`config.mk`:
```
export PLATFORM = sky130hd
export DESIGN_NAME = exe_pipe_reg_chain
export DESIGN_NICKNAME = d
export VERILOG_FILES = /design/src/rtl/exe_pipe_reg_chain.sv
export SDC_FILE = /design/constraint.sdc
export NUM_CORES = 1
export LEC_CHECK = 0
export CORE_ASPECT_RATIO = 1.25
export CORE_MARGIN = 5
export CORE_UTILIZATION = 36
export CTS_BUF_LIST = sky130_fd_sc_hd__clkbuf_4
export CTS_CLUSTER_SIZE = 16
export DETAILED_ROUTE_END_ITERATION = 8
export PLACE_DENSITY = 0.77
export RECOVER_POWER = 50
export SETUP_SLACK_MARGIN = 0.5
export SYNTH_ARGS = -nofsm -noshare
export SYNTH_HDL_FRONTEND = slang
export SYNTH_SLANG_ARGS = --single-unit
```
`constraint.sdc`:
```
create_clock -name clk -period 2.05 [get_ports clk]
set_input_delay 0.205 -clock clk [delete_from_list [all_inputs] [get_ports clk]]
set_output_delay 0.205 -clock clk [all_outputs]
set_load 0.02 [all_outputs]
```
`src/rtl/exe_pipe_reg_chain.sv`:
```
// exe_pipe_reg_chain: DEPTH-stage EXE->MEM pipeline register with per-stage
// valid tracking, freeze/flush control, occupancy count and RAW hazard detect.
module exe_pipe_reg_chain #(
  parameter int unsigned DATA_W = 32,
  parameter int unsigned DEST_W = 4,
  parameter int unsigned DEPTH  = 1,
  parameter int unsigned CNT_W  = $clog2(DEPTH + 1)
) (
  input  logic              clk,
  input  logic              rst,
  input  logic              i_freeze,
  input  logic              i_flush,
  input  logic              i_valid_in,
  input  logic              i_wb_en_in,
  input  logic              i_mem_r_en_in,
  input  logic              i_mem_w_en_in,
  input  logic [DATA_W-1:0] i_alu_res_in,
  input  logic [DATA_W-1:0] i_val_rm_in,
  input  logic [DEST_W-1:0] i_dest_in,
  input  logic [DEST_W-1:0] i_src1,
  input  logic [DEST_W-1:0] i_src2,
  input  logic              i_two_src,
  output logic              o_valid,
  output logic              o_wb_en,
  output logic              o_mem_r_en,
  output logic              o_mem_w_en,
  output logic [DATA_W-1:0] o_alu_res,
  output logic [DATA_W-1:0] o_val_rm,
  output logic [DEST_W-1:0] o_dest,
  output logic [CNT_W-1:0]  o_occupancy,
  output logic              o_hazard
);

  // Reject unsupported chain lengths at elaboration.
  generate
    if (DEPTH == 0 || DEPTH > 4) begin : g_bad_depth
      $error("exe_pipe_reg_chain: DEPTH must be in 1..4");
    end
  endgenerate

  logic [DEPTH-1:0]  r_valid;
  logic [DEPTH-1:0]  r_wb_en;
  logic [DEPTH-1:0]  r_mem_r_en;
  logic [DEPTH-1:0]  r_mem_w_en;
  logic [DATA_W-1:0] r_alu_res [DEPTH];
  logic [DATA_W-1:0] r_val_rm  [DEPTH];
  logic [DEST_W-1:0] r_dest    [DEPTH];

  logic [CNT_W-1:0]  w_occupancy;
  logic              w_hazard;

  // Stage registers: flush kills control bits only, freeze holds everything,
  // otherwise stage 0 captures (enables gated by valid) and the rest shift.
  always_ff @(posedge clk or posedge rst) begin
    if (rst) begin
      r_valid    <= '0;
      r_wb_en    <= '0;
      r_mem_r_en <= '0;
      r_mem_w_en <= '0;
      for (int i = 0; i < DEPTH; i++) begin
        r_alu_res[i] <= '0;
        r_val_rm[i]  <= '0;
        r_dest[i]    <= '0;
      end
    end else if (i_flush) begin
      r_valid    <= '0;
      r_wb_en    <= '0;
      r_mem_r_en <= '0;
      r_mem_w_en <= '0;
    end else if (!i_freeze) begin
      r_valid[0]    <= i_valid_in;
      r_wb_en[0]    <= i_wb_en_in & i_valid_in;
      r_mem_r_en[0] <= i_mem_r_en_in & i_valid_in;
      r_mem_w_en[0] <= i_mem_w_en_in & i_valid_in;
      r_alu_res[0]  <= i_alu_res_in;
      r_val_rm[0]   <= i_val_rm_in;
      r_dest[0]     <= i_dest_in;
      for (int i = 1; i < DEPTH; i++) begin
        r_valid[i]    <= r_valid[i-1];
        r_wb_en[i]    <= r_wb_en[i-1];
        r_mem_r_en[i] <= r_mem_r_en[i-1];
        r_mem_w_en[i] <= r_mem_w_en[i-1];
        r_alu_res[i]  <= r_alu_res[i-1];
        r_val_rm[i]   <= r_val_rm[i-1];
        r_dest[i]     <= r_dest[i-1];
      end
    end
  end

  // Occupancy: popcount of stage valid bits.
  always_comb begin
    w_occupancy = '0;
    for (int i = 0; i < DEPTH; i++) begin
      w_occupancy = w_occupancy + CNT_W'(r_valid[i]);
    end
  end

  // RAW hazard: any valid, writing stage whose dest matches a live source.
  always_comb begin
    w_hazard = 1'b0;
    for (int i = 0; i < DEPTH; i++) begin
      if (r_valid[i] && r_wb_en[i] &&
          ((r_dest[i] == i_src1) || (i_two_src && (r_dest[i] == i_src2)))) begin
        w_hazard = 1'b1;
      end
    end
  end

  assign o_valid     = r_valid[DEPTH-1];
  assign o_wb_en     = r_wb_en[DEPTH-1];
  assign o_mem_r_en  = r_mem_r_en[DEPTH-1];
  assign o_mem_w_en  = r_mem_w_en[DEPTH-1];
  assign o_alu_res   = r_alu_res[DEPTH-1];
  assign o_val_rm    = r_val_rm[DEPTH-1];
  assign o_dest      = r_dest[DEPTH-1];
  assign o_occupancy = w_occupancy;
  assign o_hazard    = w_hazard;

endmodule
```
==> results of run 1 <==
-- final cells by class --
type / instances / area (um^2)
repair buffers: 166 / 1530
well taps: 95 / 119
fillers: 712 / 3280
clock inverters: 6 / 36.3
clock buffers: 10 / 75.1
flip-flops and latches: 72 / 1800
multi-input cells: 92 / 942
inverters: 1 / 5.00
-- repair_timing --
action	in CTS	in global routing
setup endpoints to repair	74	2
setup buffers	0	1
resized for setup	77	2
pin swaps	2	1
hold buffers	0	0
-- sequential cells by signal, indices dropped and copies added, names as in the netlist --
register and count:
o_val_rm 32, o_mem_w_en 1, o_alu_res 32, o_wb_en 1, o_mem_r_en 1, o_valid 1
o_dest 4
-- routing by layer --
| metal | track usage [%] | up-vias |
|---|---|---|
| met5 | 0 | - |
| met4 | 6.16 | 0 |
| met3 | 5.95 | 10 |
| met2 | 25.3 | 89 |
| met1 | 15.9 | 1008 |
| li1 | - | 949 |
-- stage by stage --
| step | instances | hold slack [ns] | power (uW) | util, % |
|---|---|---|---|---|
| after detailed placement | 425 | 0.494 | 2990 | 59.2 |
| after global routing | 442 | 0.363 | 3670 | 57.9 |
| after CTS | 441 | 0.144 | 3610 | 59.4 |
| final | 442 | 0.391 | 3480 | 57.9 |
| after global placement | 425 | 0.489 | 2970 | 59.2 |
| after floorplan | 173 | 0.271 | 2320 | - |
-- Yosys cell counts (all sizes together) --
library cell  count  area share, %
buf               8            2.1
nand4             2           0.44
xor2              6            1.8
a22oi             2           0.52
mux2             68             29
nor2              6           0.87
nand2             1           0.13
o41ai             1           0.31
inv               1           0.13
nor3              1           0.17
xnor2             2           0.61
dfrtp            72             63
nor2b             1           0.22
a21oi             2           0.35
-- cell families (layout without fill, tap and decap cells) --
kind of cell | after synthesis | in the layout | share of synthesized area, %
compound gates | 5 | 5 | 1.18
simple gates | 11 | 11 | 1.83
mux | 68 | 68 | 29.4
xor+xnor | 8 | 8 | 2.45
flops | 72 | 72 | 62.9
buf+inv | 9 | 183 | 2.27
-- cells in the final DEF (no fill, tap or decap), drive strengths merged --
cell type / synthesis / final
clkdlybuf4s50: 0 / 82
dfrtp: 72 / 72
dlygate4sd2: 0 / 72
mux2: 68 / 68
clkbuf: 0 / 17
nor2: 6 / 6
xor2: 6 / 6
clkinvlp: 0 / 4
clkinv: 0 / 3
xnor2: 2 / 2
nand4: 2 / 2
a21oi: 2 / 2
a22oi: 2 / 2
dlygate4sd3: 0 / 2
buf: 8 / 2
nor3: 1 / 1
o41ai: 1 / 1
nand2: 1 / 1
nor2b: 1 / 1
dlymetal6s2s: 0 / 1
-- power by group through the flow --
stage / logic (uW) / clock network, uW / registers, uW
finish: 1020 / 741 / 1720
global placement: 1220 / 0 / 1750
floorplan: 310 / 0 / 2010
global route: 1080 / 842 / 1750
CTS: 1090 / 789 / 1730
detailed placement: 1230 / 0 / 1760
-- worst paths after layout --
| kind | start | to | slack, ns |
|---|---|---|---|
| max in group asynchronous | rst | o_val_rm[24]$_DFFE_PP0P_ | 0.49 |
| worst max-delay path | i_freeze | o_alu_res[24]$_DFFE_PP0P_ | 0.25 |
| min in group clk | i_val_rm_in[10] | o_val_rm[10]$_DFFE_PP0P_ | 0.39 |
| worst min-delay path | rst | o_alu_res[4]$_DFFE_PP0P_ | 0.39 |
| worst max register to register | o_dest[1]$_DFFE_PP0P_ | o_dest[1]$_DFFE_PP0P_ | 1.10 |
| worst min register to register | o_val_rm[8]$_DFFE_PP0P_ | o_val_rm[8]$_DFFE_PP0P_ | 0.49 |
==> flow_summary.json, run 1 <==
{
  "p_leak_uw": 0.00202,
  "grt_pass1_vias": 2171,
  "die-width_um": 89.8,
  "place.gp.congestion": 0.779,
  "top_level_ports": 159,
  "via_count": 2056,
  "grt_max_degree": 38,
  "path_clk_slew_ns": 0.12,
  "ctsHtreeMaxLevel": 3,
  "drv_cap": 0,
  "dp_hpwl_mm": 5.72,
  "port_buffers": 158,
  "status": "complete, no violations",
  "core_area_um2": 7790,
  "avgSynthCellArea_um2": 16.6,
  "p_sw_share_pct": 31.4,
  "cp.arrival_ns": 2.10,
  "hold_class": "primary input to asynchronous set/reset pin",
  "fin_area_um2": 4510,
  "wl_mm": 7.17,
  "drtIter0Drc": 55,
  "ant_nets": 0,
  "cts.sinks": 72,
  "clock_latency_ns": 0.40,
  "syn-cell-area_um2": 2860,
  "dieArea_um2": 9850,
  "clockBufferDepth": 2,
  "area_delta_synth_final_pct": 57.4,
  "critPathBufInv": 2,
  "vdd_drop_max_mv": 0.400,
  "critPathCaptureType": "flop",
  "slew_violations": 0,
  "rsz0062_at_grt": "true",
  "dp_slack_ns": 0.0499,
  "netlist_instances": 173,
  "p_seq_share_pct": 49.5,
  "clkPwrFrac_pct": 21.3,
  "row_count": 36,
  "synth_cell_types": 18,
  "wl_met2_mm": 3.80,
  "max_freq_mhz": 554,
  "setup-tns-final_ns": 0,
  "ys_warn_count": 0,
  "finalHoldViolCount": 0,
  "comb_power_share_pct": 29.2,
  "worstSetupPathType": "primary input to flop",
  "drive_gt1_share_pct": 21.3,
  "reg2regPathDepth": 2,
  "cp.depth": 4,
  "critical_path.cell_chain": "dlygate4sd3_1 > nor2_1 > clkbuf_2 > mux2_2",
  "fin_nets": 427,
  "period_share_pct": 88.0,
  "firstDrtPassIters": 4,
  "internal-power_uw": 2380,
  "worstPathMaxFanout": 37,
  "period_needed_ns": 1.80,
  "met1_length_mm": 2.54,
  "finClkSkew_ns": 0,
  "n_antenna_cell": 0,
  "syn_nets": 258,
  "synth_seq_cells": 72,
  "wl_met3_um": 709,
  "crit_slowest_cell": "clkbuf_2",
  "wl_per_cell_um": 16.2,
  "required_ns": 2.34,
  "place_area_um2": 4610,
  "cts-root-buf": "clkbuf_4",
  "cts_made_buffers": 9,
  "finalSetupViolations": 0,
  "ys_seq_area_share_pct": 62.9,
  "viasPerCell": 4.65,
  "switching_power_uw": 1090,
  "grt-ovfl-total": 0,
  "grt_antenna_before_repair": 0,
  "start_kind": "primary input",
  "grt_pass1_wl_mm": 11.3,
  "cts_tree": "built",
  "p_per_area_nw_per_um2": 771,
  "tightest_slew_ns": 0.944,
  "routed.top_layer": "met4",
  "fin_ws_ns": 0.245,
  "grt_util_all_layers_pct": 14.6,
  "die_h_um": 110,
  "start_util_pct": 36.8,
  "drc": 0,
  "crit_family": "buffers and inverters",
  "relSlewSlack_pct": 36.7,
  "cpPeakStageDelay_ns": 0.75
}
No activity file was read; power rests on OpenSTA's default activity.
==> inputs of run 2 (changes only) <==
HOLD_SLACK_MARGIN = 0.15   (was unset)
SKIP_CTS_REPAIR_TIMING = 1   (was unset)
SKIP_LAST_GASP = 1   (was unset)
==> flow_summary.json, run 2 (synthesis gave the netlist of run 1 again) <==
{
  "setup-tns-final_ns": 0,
  "crit_slowest_cell": "clkbuf_2",
  "grt_util_all_layers_pct": 14.6,
  "slew_violations": 0,
  "viasPerCell": 4.66,
  "finalHoldViolCount": 0,
  "drc": 0,
  "grt-ovfl-total": 0,
  "final_cell_count_no_fill": 441,
  "p_seq_share_pct": 48.5,
  "grt_antenna_before_repair": 0,
  "power_uw": 3550,
  "status": "complete, no violations",
  "start_util_pct": 36.8,
  "core_area_um2": 7790,
  "die-width_um": 89.8,
  "clkPwrFrac_pct": 20.9,
  "wl_mm": 7.30,
  "critical_path.cell_chain": "dlygate4sd3_1 > nor2_1 > clkbuf_2 > mux2_2",
  "port_buffers": 158,
  "die_h_um": 110,
  "period_needed_ns": 1.83,
  "clock_latency_ns": 0.40,
  "grt_pass1_vias": 2176,
  "ant_nets": 0,
  "cts_tree": "built",
  "relSlewSlack_pct": 35.6,
  "path_clk_slew_ns": 0.12,
  "multi_input_area_um2": 950,
  "cp.arrival_ns": 2.13,
  "tightest_slew_ns": 0.965,
  "wl_per_cell_um": 16.5,
  "internal-power_uw": 2460,
  "via_count": 2057,
  "crit_family": "buffers and inverters",
  "finalSetupViolations": 0,
  "top_level_ports": 159,
  "dieArea_um2": 9850,
  "seq_area_um2": 1800,
  "p_per_area_nw_per_um2": 759,
  "ctsHtreeMaxLevel": 3,
  "place_inst": 425,
  "period_share_pct": 89.4,
  "cpPeakStageDelay_ns": 0.77,
  "p_sw_share_pct": 30.8,
  "final_cell_mix": "clkdlybuf4s50_1 (82), dfrtp_1 (72), dlymetal6s2s_1 (62)",
  "start_kind": "primary input",
  "hold-worst-slack_ns": 0.389,
  "finClkSkew_ns": 0,
  "p_leak_uw": 0.00248,
  "firstDrtPassIters": 4,
  "clockBufferDepth": 2,
  "max_freq_mhz": 546,
  "critPathCaptureType": "flop",
  "grt_max_degree": 38,
  "fin_nets": 426,
  "cts-root-buf": "clkbuf_4",
  "row_count": 36,
  "worstSetupPathType": "primary input to flop",
  "n_antenna_cell": 0,
  "cts.sinks": 72,
  "dp_hpwl_mm": 5.72,
  "place.gp.congestion": 0.779,
  "hold_class": "primary input to asynchronous set/reset pin",
  "grt_pass1_wl_mm": 11.3,
  "critPathBufInv": 2,
  "final.fill_count": 668,
  "switching_power_uw": 1100,
  "drive_gt1_share_pct": 21.7,
  "comb_power_share_pct": 30.7,
  "required_ns": 2.35,
  "area_delta_synth_final_pct": 63.5,
  "rsz0062_at_grt": "true",
  "vdd_drop_max_mv": 0.429,
  "final_common_cell": "clkdlybuf4s50_1",
  "drtIter0Drc": 51,
  "drv_cap": 0,
  "worstPathMaxFanout": 37,
  "cts_made_buffers": 9
}
-- run 2: cell count changes in the layout (fill, tap and decap cells not counted) --
cell            delta
mux2_1             -2
dlymetal6s2s_1    +61
clkbuf_1          +11
buf_4              -1
mux2_4             +2
dlygate4sd2_1     -72
-- run 2: metrics by stage --
stage | instance area [um^2] | util (%) | setup slack, ns
floorplan | 2880 | - | 0.585
global placement | 4610 | 59.2 | 0.0556
detailed placement | 4610 | 59.2 | 0.0499
CTS | 4720 | 60.6 | -0.227
global route | 4680 | 60.1 | 0.115
finish | 4680 | 60.1 | 0.217
-- run 2: layout make-up --
type,instances,share of cell area [%]
Clock inverter,6,0.775
Tap cell,95,2.54
Multi-Input combinational cell,92,20.3
Timing Repair Buffer,165,36.2
Sequential cell,72,38.5
Clock buffer,10,1.60
Inverter,1,0.107
-- run 2: metal layers --
layer	wire length, um	GRT usage [%]	vias up
met3	737	6.16	10
met2	3890	25.3	89
met5	0	0	-
met4	99	6.16	0
li1	-	-	941
met1	2570	15.7	1017
-- run 2: power by group through the flow --
stage | combinational [uW] | clock [uW] | sequential, uW
6_report | 1090 | 741 | 1720
5_1_grt | 1160 | 842 | 1750
4_1_cts | 1240 | 789 | 1740
3_5_place_dp | 1230 | 0 | 1760
3_3_place_gp | 1220 | 0 | 1750
2_1_floorplan | 310 | 0 | 2010
-- run 2: worst paths after layout --
path / end / cells after the start / start / slack [ns]
max: o_alu_res[26]$_DFFE_PP0P_ / 4 / i_freeze / 0.22
min: o_alu_res[4]$_DFFE_PP0P_ / 2 / rst / 0.39
max reg2reg: o_dest[1]$_DFFE_PP0P_ / 1 / o_dest[1]$_DFFE_PP0P_ / 1.22
min reg2reg: o_val_rm[13]$_DFFE_PP0P_ / 1 / o_val_rm[13]$_DFFE_PP0P_ / 0.50
max in group asynchronous: o_val_rm[24]$_DFFE_PP0P_ / 3 / rst / 0.48
min in group clk: o_val_rm[10]$_DFFE_PP0P_ / 2 / i_val_rm_in[10] / 0.39
